===== config.mk =====
export PLATFORM = sky130hd
export DESIGN_NAME = mobo_mem_responder
export DESIGN_NICKNAME = d
export VERILOG_FILES = /design/src/rtl/mobo_mem_responder.sv
export SDC_FILE = /design/constraint.sdc
export NUM_CORES = 2
export LEC_CHECK = 0
export ABC_CLOCK_PERIOD_IN_PS = 5400
export BUFFER_PORTS_ARGS = -buffer_cell sky130_fd_sc_hd__buf_2
export CAP_MARGIN = 20
export CORE_UTILIZATION = 50
export DETAILED_ROUTE_END_ITERATION = 6
export PLACE_DENSITY = 0.68
export RECOVER_POWER = 100
export SETUP_SLACK_MARGIN = 0.3
export SKIP_LAST_GASP = 1
export SLEW_MARGIN = 10
export SYNTH_ARGS = -nofsm -noshare
export SYNTH_HDL_FRONTEND = slang
export SYNTH_SLANG_ARGS = --single-unit

===== constraint.sdc =====
create_clock -name clk -period 5.4 [get_ports clk]
set_clock_uncertainty 0.05 [all_clocks]
set_input_delay 1.62 -clock clk [delete_from_list [all_inputs] [get_ports clk]]
set_output_delay 1.62 -clock clk [all_outputs]
set_load 0.005 [all_outputs]

===== src/rtl/mobo_mem_responder.sv =====
// Motherboard-side responder for the CPU request/acknowledge bus: decodes mobo_ctrl, inserts wait
// states, performs one word access to internal memory and handshakes on mobo_stat. Optional: MOBO_MEM_WPROT_EN.
module mobo_mem_responder #(
  parameter int word_width  = 16,
  parameter int ADDR_BITS   = 8,
  parameter int WAIT_CYCLES = 2,
  parameter int ROM_WORDS   = 16
) (
  input  logic                  clk,
  input  logic                  rst,
  input  logic [word_width-1:0] mobo_ctrl,
  input  logic [word_width-1:0] addr_in,
  input  logic [word_width-1:0] wdata_in,
  output logic [word_width-1:0] mobo_stat,
  output logic [word_width-1:0] rdata_out
);

  localparam int CW = $clog2(WAIT_CYCLES + 2);

  typedef enum logic [1:0] {S_IDLE, S_WAIT, S_ACCESS, S_DONE} state_t;

  state_t                state;
  logic [word_width-1:0] addr_q;
  logic [word_width-1:0] wdata_q;
  logic                  we_q;
  logic [CW-1:0]         wait_cnt;
  logic                  busy;
  logic                  done;
  logic                  err;
  logic [word_width-1:0] mem [0:2**ADDR_BITS-1];

  logic                 req;
  logic                 in_range;
  logic                 wprot;
  logic                 do_write;
  logic [ADDR_BITS-1:0] idx;
  logic                 unused_ctrl;

  assign req         = mobo_ctrl[0];
  assign unused_ctrl = ^mobo_ctrl[word_width-1:2];
  assign idx         = addr_q[ADDR_BITS-1:0];
  // Any set bit above the memory index means the address has no backing word (no aliasing).
  assign in_range    = (addr_q >> ADDR_BITS) == '0;

`ifdef MOBO_MEM_WPROT_EN
  assign wprot = we_q && (addr_q < word_width'(ROM_WORDS));
`else
  logic unused_rom_words;
  assign wprot            = 1'b0;
  assign unused_rom_words = (ROM_WORDS != 0);
`endif

  // Reset on the ACCESS exit edge must suppress the write, so rst gates the enable.
  assign do_write = rst && (state == S_ACCESS) && we_q && in_range && !wprot;

  always_ff @(posedge clk) begin
    if (do_write) mem[idx] <= wdata_q;
  end

  always_ff @(posedge clk) begin
    if (!rst) begin
      state     <= S_IDLE;
      addr_q    <= '0;
      wdata_q   <= '0;
      we_q      <= 1'b0;
      wait_cnt  <= '0;
      busy      <= 1'b0;
      done      <= 1'b0;
      err       <= 1'b0;
      rdata_out <= '0;
    end else begin
      case (state)
        S_IDLE: begin
          if (req) begin
            addr_q   <= addr_in;
            wdata_q  <= wdata_in;
            we_q     <= mobo_ctrl[1];
            wait_cnt <= CW'(WAIT_CYCLES);
            busy     <= 1'b1;
            state    <= (WAIT_CYCLES == 0) ? S_ACCESS : S_WAIT;
          end
        end
        S_WAIT: begin
          wait_cnt <= wait_cnt - CW'(1);
          if (wait_cnt == CW'(1)) state <= S_ACCESS;
        end
        S_ACCESS: begin
          busy  <= 1'b0;
          done  <= 1'b1;
          state <= S_DONE;
          if (!in_range) begin
            rdata_out <= '0;
            err       <= 1'b1;
          end else if (we_q) begin
            err <= wprot;
          end else begin
            rdata_out <= mem[idx];
            err       <= 1'b0;
          end
        end
        S_DONE: begin
          if (!req) begin
            done  <= 1'b0;
            err   <= 1'b0;
            state <= S_IDLE;
          end
        end
        default: state <= S_IDLE;
      endcase
    end
  end

  assign mobo_stat = {{(word_width-3){1'b0}}, err, done, busy};

endmodule


== Word-level counts from Yosys, hierarchy flattened ==
Memory sizes are Yosys's and may differ from the RTL's. A register that Yosys moved wholly into a read port is not among the register bits.
Cells that the tools add are included.

* Register bits: 56
* Bits in latches: 0
* Bits in writable memories: 4096
* Bits in read-only memories: 0
* Bits of input ports: 50
* Output and inout port bits: 32
* Memories: 1

{| class="wikitable"
|+ Memory list
! name !! depth !! bits a word !! rd ports !! clocked after Yosys merged registers in !! write ports !! line !! RTL
|-
| mem || 256 || 16 || 1 || 1 || 1 || 30 || <nowiki>logic [word_width-1:0] mem [0:2**ADDR_BITS-1];</nowiki>
|}

* Add/subtract/negate cells: 1
* $mul: 0
* Divide/modulo/power cells: 0
* Order comparisons: 0
* Equality and inequality tests: 8
* Shift operators: 0
* Multiplexer cells: 18
* Bitwise gates (word level): 0
* Reduce and logical (&&, ||, !) cells: 14

{| class="wikitable"
|+ Operator list
! operator !! number
|-
| 16-bit 2-to-1 mux || 2
|-
| 16-bit zero test || 1
|-
| 8-bit 2-to-1 mux || 2
|-
| 2-bit AND reduction || 5
|-
| 2-bit 2-to-1 mux || 4
|-
| 2-bit != test, second input constant || 4
|-
| 2-bit one-hot mux with 4 select lines || 1
|-
| 1-bit one-hot mux with 2 select lines || 3
|-
| 2-bit nonzero test || 3
|-
| 1-bit 2-to-1 mux || 5
|-
| 2-bit by 1-bit equality test with 1-bit output, second input constant || 2
|-
| 2-bit equality test, second input constant || 2
|-
| 2-bit one-hot mux with 2 select lines || 1
|-
| 1-bit logical AND || 3
|-
| 3-bit AND reduction || 1
|-
| 2-bit zero test || 1
|-
| 2-bit by 1-bit subtractor with 2-bit output, second input constant || 1
|}

== Depth between registers and ports, before layout ==
* Depth after elaboration: 6
* Gate-level depth with buffers: 13
* Mapped depth without buffers: 8

== Worst setup path before layout ==
No wires, ideal clock.

* Kind: reg2reg
* Start point: register wdata_q[0]
* End point: memory mem[0][0], data pin
* Data arrival time: 3.397 ns
* Path slack: 1.097 ns
* Stages on the path, launching flop included: 1
* Cells stage by stage: dfxtp_1

{| class="wikitable"
|+ RTL lines
! item !! line !! RTL
|-
| from (decl) || 24 || <nowiki>logic [word_width-1:0] wdata_q;</nowiki>
|-
| from (signal assigned) || 76 || <nowiki>wdata_q <= wdata_in;</nowiki>
|-
| to (decl) || 30 ||
|}

Straight into the memory's write port.

== Worst setup path after layout ==
* Start point: register addr_q[15]
* End point: memory mem[7][5], enable pin

* Cells in the longest elaborated chain, start to end: 4

{| class="wikitable"
|+ Ends and longest elaborated chain
! item !! line !! RTL
|-
| from (decl) || 23 || <nowiki>logic [word_width-1:0] addr_q;</nowiki>
|-
| from (signal assigned) || 75 || <nowiki>addr_q <= addr_in;</nowiki>
|-
| 16-bit zero test || 43 || <nowiki>assign in_range = (addr_q >> ADDR_BITS) == '0;</nowiki>
|-
| 1-bit logical AND || 54 || <nowiki>assign do_write = rst && (state == S_ACCESS) && we_q && in_range && !wprot;</nowiki>
|-
| 1-bit 2-to-1 mux || 57 || <nowiki>if (do_write) mem[idx] <= wdata_q;</nowiki>
|-
| 1-bit 2-to-1 mux (implied by the code) || 57 ||
|}

Every way passes these cells.

==> impl_results.md <==
* Outcome: finished with violations
* Failing checks: DRC, capacitance limit, slew limit
* Buffer count from post-CTS setup fixing at 0
* Tcrit/Tclk final at 91.8%
* Overall track demand over capacity in global routing at 26.6%
* Final Wtd Congestion at 0.889
* Top library cells by usage in the layout, fill and taps aside: sky130_fd_sc_hd__edfxtp_1, sky130_fd_sc_hd__mux4_2, sky130_fd_sc_hd__mux2i_1
* Proportion of synthesized chip area in sequential cells at 77.4%
* Number of standard cells in the layout, taps in and fillers out at 12800
* Area fraction in compound gates after synthesis at 3.50%
* Worst skew pair latency at 0.98 ns
* Clock buffer count from CTS at 411
* Cell Area, Synth at 161000 sq um
* FF-to-FF setup slack at 0.44 ns
* Total of hold buffers inserted after clock tree synthesis at 0
* Terminus of the critical flop-to-flop path: mem[7][5]$_DFFE_PP_
* Total leakage power at 54.8 nW
* Number of design-rule violations left by the first detailed-router iteration at 11700
* Kind of capture point of the worst setup path: flip-flop
* Core box area at 319000 sq um
* Arrival time at the worst endpoint at 5.45 ns
* Number of H-tree levels at 5
* Portion of synthesized cell area occupied by the leading cell type at 76.6%
* EDFF count, synth at 4096
* Number of antenna violations at the first check in global routing at 27
* Post-synth top flop: sky130_fd_sc_hd__edfxtp_1
* CTS max path bufs at 4
* Fraction of met3 tracks used by global routing at 5.61%
* Flip-flop and latch count after synthesis at 4160
* Detailed-route DRC error count at 1
* Via count of the first global-routing pass at 81600
* Layout net count at 8366
* Number of gates resized after CTS at 0
* Slowest-stage cell, CP: sky130_fd_sc_hd__clkbuf_1
* Category of the most critical setup path: reg -> reg
* Final Hold Vio Count at 0
* Maximum vdd drop at 305 uV
* Pins Over Slew Limit at 2932
* Largest fanout of any net on the critical path at 16
* Most congested layer reported by global routing: met2
* Cell-by-cell trace of the critical path: or4_1, nor2_1, nand4_1, nor3_1, clkbuf_1, nand2_1, nor2_1, clkbuf_1
* WL/cell at 33.7 um
* Num rows at 207
* Hold_ws at 0.412 ns
* Maximum achievable frequency at 202 MHz
* Kind of path behind the tightest hold check: reg -> reg
* Grt met1 use at 36.7%
* Largest net degree at the start of global routing at 185
* Xor-xnor portion of the synthesized cell area at 0%
* Clock root buffer: sky130_fd_sc_hd__clkbuf_16
* Depth of the most critical reg-to-reg path at 8
* Crit path largest cell delay at 0.91 ns
* Number of clock sinks at 4160
* Port buffer count at 54
* Clock slew at the register clock pins of the worst setup and hold paths at 0.06 ns
* Syn Inst Count at 7687
* Number of maximum-capacitance constraint violations at 37
* Total die area at 323000 sq um
* Starting density of the core at 50.4%
* Ys async rst share at 0%
* Vert. Die Dim at 569 um
* Final critical path time including I/O delays and setup at 4.96 ns
* Overall power at 77.4 mW
* Required time at the endpoint of the critical path at 5.90 ns
* Syn Area/Cell at 20.9 sq um
* Clock tree from TritonCTS: yes
* First-pass GRT wire length at 609000 um
* Share of synthesized cell area in full adder, half adder and majority cells at 0.0468%
* Total non-filler cell area in the finished layout at 181000 sq um
* Post-synth cell types at 72
* Final number of setup-violating endpoints at 0
* I/O pins at 82
* Total placed cells including tap cells at 12100
* Number of inserted filler cells in the final layout at 23300
* Placed inst area at 169000 sq um
* Vias after detailed routing at 82700
* Multiplexer fraction of the synthesized cell area at 14.8%
* Met2 GRT Util at 41.1%
* Largest cells by area after synthesis: sky130_fd_sc_hd__edfxtp_1, sky130_fd_sc_hd__mux4_2, sky130_fd_sc_hd__mux2i_1
* Synthesized-area fraction occupied by and/or/nand/nor cells at 2.41%
* PwrDens at 429 nW/um^2
* Endpoint of the most critical setup path: mem[7][5]$_DFFE_PP_
* Total wire length after detailed routing at 433000 um
* GRT overflow at 0
* DP Wirelength at 262000 um
* CP startpoint kind: flip-flop
* Most common cell after layout, fill and taps aside: sky130_fd_sc_hd__edfxtp_1
* Largest area contributor in the netlist: sky130_fd_sc_hd__edfxtp_1
* Remaining antenna violation count at 0
* Number of warnings printed during yosys synthesis at 0
* Largest family of logic cells by synthesized area: multiplexers
* R2r startpoint: addr_q[15]$_SDFFE_PN0P_
* Via-to-Cell Ratio at 6.44
* Normalized max-slew margin at -178%
* Layout cells sized above 1 at 20.5%
* Die width at 569 um
* Worst setup startpoint: addr_q[15]$_SDFFE_PN0P_
* Synth-to-layout area growth at 12.5%
* Least-Margin Pin Slew at 4.16 ns
* Setup repair after global routing missed its margin: no
* 1st-pass router iterations at 7
* Setup TNS at 0 ns
-- per-stage QoR --
| stage | setup slack, ns | utilization [%] |
|---|---|---|
| 5_1_grt | 0.388 | 56.7 |
| 3_3_place_gp | 0.955 | 52.9 |
| 6_report | 0.443 | 56.7 |
| 3_5_place_dp | 0.915 | 52.9 |
| 2_1_floorplan | 1.10 | - |
| 4_1_cts | 0.890 | 57.1 |
-- cells in the mapped netlist, types with 11 or more instances --
cell,number
sky130_fd_sc_hd__nor2_1,337
sky130_fd_sc_hd__or2_2,11
sky130_fd_sc_hd__a21boi_0,35
sky130_fd_sc_hd__buf_2,122
sky130_fd_sc_hd__buf_1,26
sky130_fd_sc_hd__a31oi_1,29
sky130_fd_sc_hd__nor3_1,41
sky130_fd_sc_hd__mux2_2,18
sky130_fd_sc_hd__mux2i_1,536
sky130_fd_sc_hd__clkbuf_1,150
sky130_fd_sc_hd__o221ai_1,83
sky130_fd_sc_hd__nand4_1,24
sky130_fd_sc_hd__o22ai_1,97
sky130_fd_sc_hd__o21ai_0,74
sky130_fd_sc_hd__a211oi_1,29
sky130_fd_sc_hd__nand2_1,267
sky130_fd_sc_hd__mux4_2,797
sky130_fd_sc_hd__nand3_1,78
sky130_fd_sc_hd__a21oi_1,135
sky130_fd_sc_hd__nor4_1,24
sky130_fd_sc_hd__a22oi_1,165
sky130_fd_sc_hd__dfxtp_1,64
sky130_fd_sc_hd__a2111oi_0,13
sky130_fd_sc_hd__nor2b_1,32
sky130_fd_sc_hd__edfxtp_1,4096
sky130_fd_sc_hd__buf_8,16
sky130_fd_sc_hd__a22o_1,23
sky130_fd_sc_hd__buf_6,57
sky130_fd_sc_hd__and2_1,12
sky130_fd_sc_hd__o211ai_1,19
sky130_fd_sc_hd__inv_1,13
sky130_fd_sc_hd__a221oi_1,36
sky130_fd_sc_hd__buf_4,96
-- metal layers --
metal  wire length (um)  up-vias  share of wire, %
li1                   -    33300                 -
met1             161000    43500                37
met2             202000     5070                47
met3              47600      830                11
met4              21500       14               5.0
met5                103        -             0.024
-- critical path: cells and delay by family (launching register included) --
| kind | cells | cell delay, ns |
|---|---|---|
| buffers and inverters | 2 | 1.41 |
| and+or+nand+nor | 6 | 2.74 |
| DFF | 1 | 0.31 |
-- registers in the layout (all words and copies together), names as in the netlist, named ones only --
register,flops
rdata_out,16
done,1
err,1
mem,4096
busy,1
addr_q,16
wdata_q,16
wait_cnt,2
we_q,1
state,2
-- layout make-up --
class	instances	area, sq um	area share, %
antenna	15	37.5	0.0208
clock buffer	508	10800	5.97
clock inverter	245	2600	1.44
inverter	15	63.8	0.0353
multi-input combinational	3055	33500	18.6
sequential	4160	124000	68.9
tap	4180	5230	2.90
timing repair buffer	667	4000	2.21
-- how the worst min path moves through the flow --
stage | startpoint | slack (ns) | cells past startpoint | endpoint
global placement | addr_q[9]$_SDFFE_PN0P_ | 0.40 | 2 | addr_q[9]$_SDFFE_PN0P_
floorplan | addr_q[10]$_SDFFE_PN0P_ | 0.39 | 2 | addr_q[10]$_SDFFE_PN0P_
global route | addr_q[10]$_SDFFE_PN0P_ | 0.43 | 2 | addr_q[10]$_SDFFE_PN0P_
finish | addr_q[10]$_SDFFE_PN0P_ | 0.41 | 2 | addr_q[10]$_SDFFE_PN0P_
CTS | addr_q[10]$_SDFFE_PN0P_ | 0.41 | 2 | addr_q[10]$_SDFFE_PN0P_
detailed placement | addr_q[10]$_SDFFE_PN0P_ | 0.40 | 2 | addr_q[10]$_SDFFE_PN0P_
-- logic make-up (layout without fill, tap and decap cells) --
family	count (synthesis)	in the layout
flops	4160	4160
mux	1358	1358
simple gates	876	876
compound gates	802	802
buf+inv	484	1435
fa+ha+maj	6	6
other cells	1	28
-- power breakdown --
part	switching, mW	internal [mW]
Combinational	7.64	3.70
Clock	12.2	16.1
Sequential	0.659	37.1
Note: power is estimated with default switching activity, not from simulation.
